## config.mk

```make
export PLATFORM = sky130hd
export DESIGN_NAME = memref_rd_arbiter
export DESIGN_NICKNAME = d
export VERILOG_FILES = /design/src/rtl/memref_rd_arbiter.sv
export SDC_FILE = /design/constraint.sdc
export NUM_CORES = 1
export LEC_CHECK = 0
export CORE_MARGIN = 3
export CORE_UTILIZATION = 33
export CTS_BUF_LIST = sky130_fd_sc_hd__clkbuf_8
export DETAILED_ROUTE_END_ITERATION = 8
export PLACE_DENSITY = 0.87
export SETUP_SLACK_MARGIN = 0.1
export SLEW_MARGIN = 40
export SYNTH_ARGS = -nofsm -noshare
export SYNTH_HDL_FRONTEND = slang
export SYNTH_SLANG_ARGS = --single-unit
```

## constraint.sdc

```tcl
create_clock -name clk -period 3.34 [get_ports clk]
set_clock_uncertainty 0.15 [all_clocks]
set_input_delay 0.668 -clock clk [delete_from_list [all_inputs] [get_ports clk]]
set_output_delay 0.668 -clock clk [all_outputs]
set_load 0.02 [all_outputs]
```

## src/rtl/memref_rd_arbiter.sv

```systemverilog
// Shares one memref read port among NUM_REQ requesters: round-robin arbitration
// with optional burst locking, a MAX_LOCK cap and a one-cycle read-data return.
module memref_rd_arbiter #(
  parameter int unsigned WIDTH      = 32,
  parameter int unsigned ADDR_WIDTH = 10,
  parameter int unsigned NUM_REQ    = 2,
  parameter int unsigned MAX_LOCK   = 16
) (
  input  logic                          clk,
  input  logic                          rst,
  input  logic [NUM_REQ-1:0]            req_rd_en,
  input  logic [NUM_REQ*ADDR_WIDTH-1:0] req_addr_data,
  input  logic [NUM_REQ-1:0]            req_lock,
  output logic [NUM_REQ-1:0]            req_grant,
  output logic [NUM_REQ-1:0]            req_valid,
  output logic [WIDTH-1:0]              req_rd_data,
  output logic                          mem_rd_en,
  output logic [ADDR_WIDTH-1:0]         mem_addr_data,
  input  logic [WIDTH-1:0]              mem_rd_data
);

  localparam int unsigned IDW      = $clog2(NUM_REQ);
  localparam logic [7:0]  LOCK_MAX = 8'(MAX_LOCK);

  typedef enum logic {ARB_FREE, ARB_OWNED} arb_state_e;

  arb_state_e         state, state_nxt;
  logic [IDW-1:0]     ptr, ptr_nxt;
  logic [IDW-1:0]     owner_id, owner_id_nxt;
  logic [7:0]         lock_cnt, lock_cnt_nxt;
  logic               block_vld, block_vld_nxt;
  logic [IDW-1:0]     block_id, block_id_nxt;

  logic               owner_vld;
  logic               owned;
  logic               block_active;
  logic [NUM_REQ-1:0] others;
  logic [NUM_REQ-1:0] eligible;
  logic               gnt_any;
  logic [IDW-1:0]     gnt_id;

  function automatic logic [IDW-1:0] inc_idx(input logic [IDW-1:0] i);
    return (32'(i) == NUM_REQ - 1) ? '0 : IDW'(32'(i) + 32'd1);
  endfunction

  // Grant selection: owner-only while locked, otherwise round-robin from ptr.
  // A voluntarily releasing owner and a blocked (force-released) requester sit out.
  always_comb begin
    owner_vld    = (state == ARB_OWNED);
    owned        = owner_vld && req_lock[owner_id];
    others       = req_rd_en;
    others[block_id] = 1'b0;
    block_active = block_vld && (|others);
    eligible     = req_rd_en;
    if (block_active) eligible[block_id] = 1'b0;
    if (owner_vld) eligible[owner_id] = 1'b0;
    gnt_any = 1'b0;
    gnt_id  = '0;
    if (!rst) begin
      if (owned) begin
        gnt_any = req_rd_en[owner_id];
        gnt_id  = owner_id;
      end else begin
        for (int unsigned k = 0; k < NUM_REQ; k++) begin
          if (!gnt_any && eligible[IDW'((32'(ptr) + k) % NUM_REQ)]) begin
            gnt_any = 1'b1;
            gnt_id  = IDW'((32'(ptr) + k) % NUM_REQ);
          end
        end
      end
    end
  end

  assign req_grant     = gnt_any ? (NUM_REQ'(1) << gnt_id) : '0;
  assign mem_rd_en     = gnt_any;
  assign mem_addr_data = gnt_any ? req_addr_data[gnt_id*ADDR_WIDTH +: ADDR_WIDTH] : '0;
  assign req_rd_data   = mem_rd_data;

  // Next-state: lock acquire/count/release, pointer advance, re-acquire block.
  always_comb begin
    state_nxt     = state;
    ptr_nxt       = ptr;
    owner_id_nxt  = owner_id;
    lock_cnt_nxt  = lock_cnt;
    block_vld_nxt = block_vld;
    block_id_nxt  = block_id;

    if (block_vld && (!block_active || (gnt_any && (gnt_id != block_id)))) begin
      block_vld_nxt = 1'b0;
    end

    if (owned) begin
      if (gnt_any) begin
        if ((lock_cnt + 8'd1) == LOCK_MAX) begin
          state_nxt     = ARB_FREE;
          lock_cnt_nxt  = '0;
          ptr_nxt       = inc_idx(owner_id);
          block_vld_nxt = 1'b1;
          block_id_nxt  = owner_id;
        end else begin
          lock_cnt_nxt = lock_cnt + 8'd1;
        end
      end
    end else begin
      state_nxt    = ARB_FREE;
      lock_cnt_nxt = '0;
      if (gnt_any) begin
        if (!req_lock[gnt_id]) begin
          ptr_nxt = inc_idx(gnt_id);
        end else if (LOCK_MAX == 8'd1) begin
          // a single-grant cap releases on the acquiring grant itself
          ptr_nxt       = inc_idx(gnt_id);
          block_vld_nxt = 1'b1;
          block_id_nxt  = gnt_id;
        end else begin
          state_nxt    = ARB_OWNED;
          owner_id_nxt = gnt_id;
          lock_cnt_nxt = 8'd1;
        end
      end
    end
  end

  always_ff @(posedge clk) begin
    if (rst) begin
      state     <= ARB_FREE;
      ptr       <= '0;
      owner_id  <= '0;
      lock_cnt  <= '0;
      block_vld <= 1'b0;
      block_id  <= '0;
      req_valid <= '0;
    end else begin
      state     <= state_nxt;
      ptr       <= ptr_nxt;
      owner_id  <= owner_id_nxt;
      lock_cnt  <= lock_cnt_nxt;
      block_vld <= block_vld_nxt;
      block_id  <= block_id_nxt;
      req_valid <= req_grant;
    end
  end

endmodule

```

==> impl_metrics.tcl <==
set metrics [dict create \
    setup_viol 0 \
    clk_pin_slew_ns 0.06 \
    grt_start_max_net_pins 11 \
    row_count 21 \
    synth.top_cells.by_area "dfxtp_1 25%, buf_4 20%, a22o_1 7.3%" \
    initial_core_utilization_pct 35.3 \
    synth_area_in_xor_xnor_pct 3.63 \
    peakVddDrop_uv 134 \
    place.detailed.instances 209 \
    synth_top_flop_cell "dfxtp_1" \
    clock_tree.htree_level_count 1 \
    vias_per_cell 5.01 \
    post_synthesis_cell_area_sq_um 1210 \
    syn-num-nets 200 \
    clockRootBuffer "clkbuf_8" \
    synth_compound_area_share_pct 20.5 \
    cap_violations 0 \
    total_power_uw 525 \
    cts_inserted_buffers 3 \
    yosys.area.top_type_share_pct 24.9 \
    final.min_clock_period_ns 3.06 \
    end_kind "primary output" \
    area_growth_pct 40.2 \
    critical_path.reg2reg.endpoint "ptr$_SDFFE_PP0P_" \
    cts_max_path_buffers 2 \
    timing.setup.critical_path_class "in2out" \
    power_density_nw_per_um2 310 \
    grt_pass1_wl_um 4660 \
    global_route.overflow_total 0 \
    core_area_sq_um 3420 \
    avg_cell_area_syn_sq_um 8.55 \
    tightestPinTransition_ns 0.370 \
    buffer_ports.inserted 40 \
    synth_top_family_by_area "buffers and inverters" \
    die_h_um 66.5 \
    layout_setup_ws_ns 0.282 \
    drive_gt1_share_pct 30.6 \
    design.die.area_sq_um 4420 \
    synth_enable_flop_cells 0 \
    critical_path.max_fanout 6 \
    num_io_pins 105 \
    ys_seq_area_share_pct 24.9 \
    fin_cells 219 \
    worstSkewPairLatency_ns 0.26 \
    rsz_0062_raised_after_global_routing "no" \
    cp-startpoint "req_rd_en[0]" \
    async_s_r_ff_share_synth_pct 0 \
    highest_count_cells_in_the_layout_ignoring_fill_and_taps "23 x clkdlybuf4s50_1, 22 x buf_4, 15 x dfxtp_1, 12 x buf_6, 10 x a22o_1" \
    grt_antenna_before_repair 0 \
    report.final.hold_viol_count 0 \
    synth_simple_gate_area_share_pct 20.6 \
    rd_place_congestion 0.837 \
    cts.sinks 15 \
    cts_hold_buf 0 \
    ant_nets 0 \
    rr_startpoint "owner_id$_SDFFE_PP0P_" \
    postRouteWirelength_um 2990 \
    post_synth_inst_count 141 \
    timing.reg2reg.setup_slack_ns 1.04 \
    ys.warnings.count 0 \
    timing.slew.headroom_pct 74.6 \
    synth-adder-area-share_pct 1.04 \
    die_w_um 66.5 \
    detail_route.drc_violations 0 \
    antennaDiodeCount 0 \
    synth.ff_latch_count 15 \
    min_period_over_period_pct 91.6 \
    library_cells_used_by_synthesis 42 \
    detailroute.via_count 1097 \
    whs_ns 0.353 \
    maximum_clock_frequency_mhz 327 \
    yosys.area.top_type "dfxtp_1" \
    required_ns 2.52 \
    max_slew_vio_count 0 \
    detailedRoute.firstIterationViolations 18 \
    crit_end "mem_addr_data[9]" \
    cts_tree "done" \
    first_global_vias 1044 \
    power_leakage_nw 0.672 \
    min_path_type "reg2reg" \
    layout_net_count 233 \
    layout.cells.most_common "clkdlybuf4s50_1" \
    drtPass1Iterations 4 \
    post_synth_mux_area_share_pct 4.56 \
    reg2reg_depth 9 \
    post-place-ws_ns -0.416 \
    cp.arrival_ns 2.24 \
    status "completed" \
    dpl.hpwl_um 2020 \
    groute.usage.overall_pct 13.7 \
    n_fill_cell 326 \
    critical_path.startpoint_type "primary input" \
    wl_per_cell_um 13.6 \
]
-- cell families (layout without fill, tap and decap cells) --
logic type,Yosys count,after routing
xor+xnor,5,5
simple gates,44,44
flops,15,15
fa+ha+maj,1,1
compound gates,30,31
mux,5,5
buf+inv,41,72
-- final cells by class --
class | count | area (sq um) | share of cell area [%]
clock buffers | 3 | 41.3 | 2.44
clock inverters | 1 | 5.00 | 0.296
inverters | 4 | 15.0 | 0.888
multi-input cells | 86 | 667 | 39.4
flip-flops and latches | 15 | 300 | 17.8
well taps | 46 | 57.6 | 3.40
repair buffers | 64 | 606 | 35.8
-- synth_stat cells (2+ instances only) --
library cell	n
nand2b_1	3
dfxtp_1	15
and3_1	3
nor2b_1	2
o21ai_0	3
a31oi_1	2
nand3_1	4
nand4b_1	2
a22o_1	10
nor3_1	4
mux2i_1	4
nand3b_1	2
buf_4	32
xnor2_1	4
buf_6	3
nor2_1	8
a211oi_1	2
nor3b_1	2
a21oi_1	5
nand2_1	7
inv_1	3
-- metal layers --
| layer | global-route usage, % | share of wire (%) | vias to the layer above |
|---|---|---|---|
| li1 | - | - | 539 |
| met1 | 15.4 | 41 | 513 |
| met2 | 22.4 | 50 | 36 |
| met3 | 3.71 | 6.6 | 9 |
| met4 | 8.88 | 2.5 | 0 |
| met5 | 0 | 0 | - |
-- per-stage QoR --
step	TNS (ns)	utilization [%]	cell area [sq um]
4_1_cts	0	46.9	1600
5_1_grt	0	49.5	1690
3_3_place_gp	-4.62	44.6	1520
2_1_floorplan	0	-	1210
3_5_place_dp	-4.49	44.6	1520
6_report	0	49.5	1690
-- repair_timing --
| action | in CTS | in global routing |
|---|---|---|
| endpoints found under the setup margin | 13 | 13 |
| setup buffers | 3 | 2 |
| gates cloned | 1 | 0 |
| gates resized for setup | 56 | 24 |
| pin swaps | 3 | 11 |
-- sequential cells by signal, summed over array words and instances (netlist names) --
name	flops
lock_cnt	8
req_valid	2
block_id	1
block_vld	1
owner_id	1
owner_vld	1
ptr	1
-- how the worst min path moves through the flow --
| stage | from | endpoint | slack (ns) | cells past startpoint |
|---|---|---|---|---|
| finish | ptr$_SDFFE_PP0P_ | ptr$_SDFFE_PP0P_ | 0.35 | 2 |
| global route | ptr$_SDFFE_PP0P_ | ptr$_SDFFE_PP0P_ | 0.37 | 2 |
| CTS | ptr$_SDFFE_PP0P_ | ptr$_SDFFE_PP0P_ | 0.36 | 2 |
| detailed placement | ptr$_SDFFE_PP0P_ | ptr$_SDFFE_PP0P_ | 0.34 | 2 |
| global placement | ptr$_SDFFE_PP0P_ | ptr$_SDFFE_PP0P_ | 0.32 | 2 |
| floorplan | ptr$_SDFFE_PP0P_ | ptr$_SDFFE_PP0P_ | 0.30 | 2 |
-- worst max-delay path: stages --
cell and delay (ns):
dlygate4sd2_1 0.25, nand3_2 0.10, and3_4 0.20, buf_4 0.14, o31ai_4 0.26, inv_2 0.09
o21a_4 0.15, a22o_1 0.24, buf_6 0.14
-- power by group --
| part | leakage [nW] | switching (mW) | internal (mW) |
|---|---|---|---|
| Sequential | 0.122 | 0.00567 | 0.185 |
| Combinational | 0.524 | 0.0774 | 0.103 |
| Clock | 0.0255 | 0.0716 | 0.0830 |
Power figures use the tool's default switching activity.
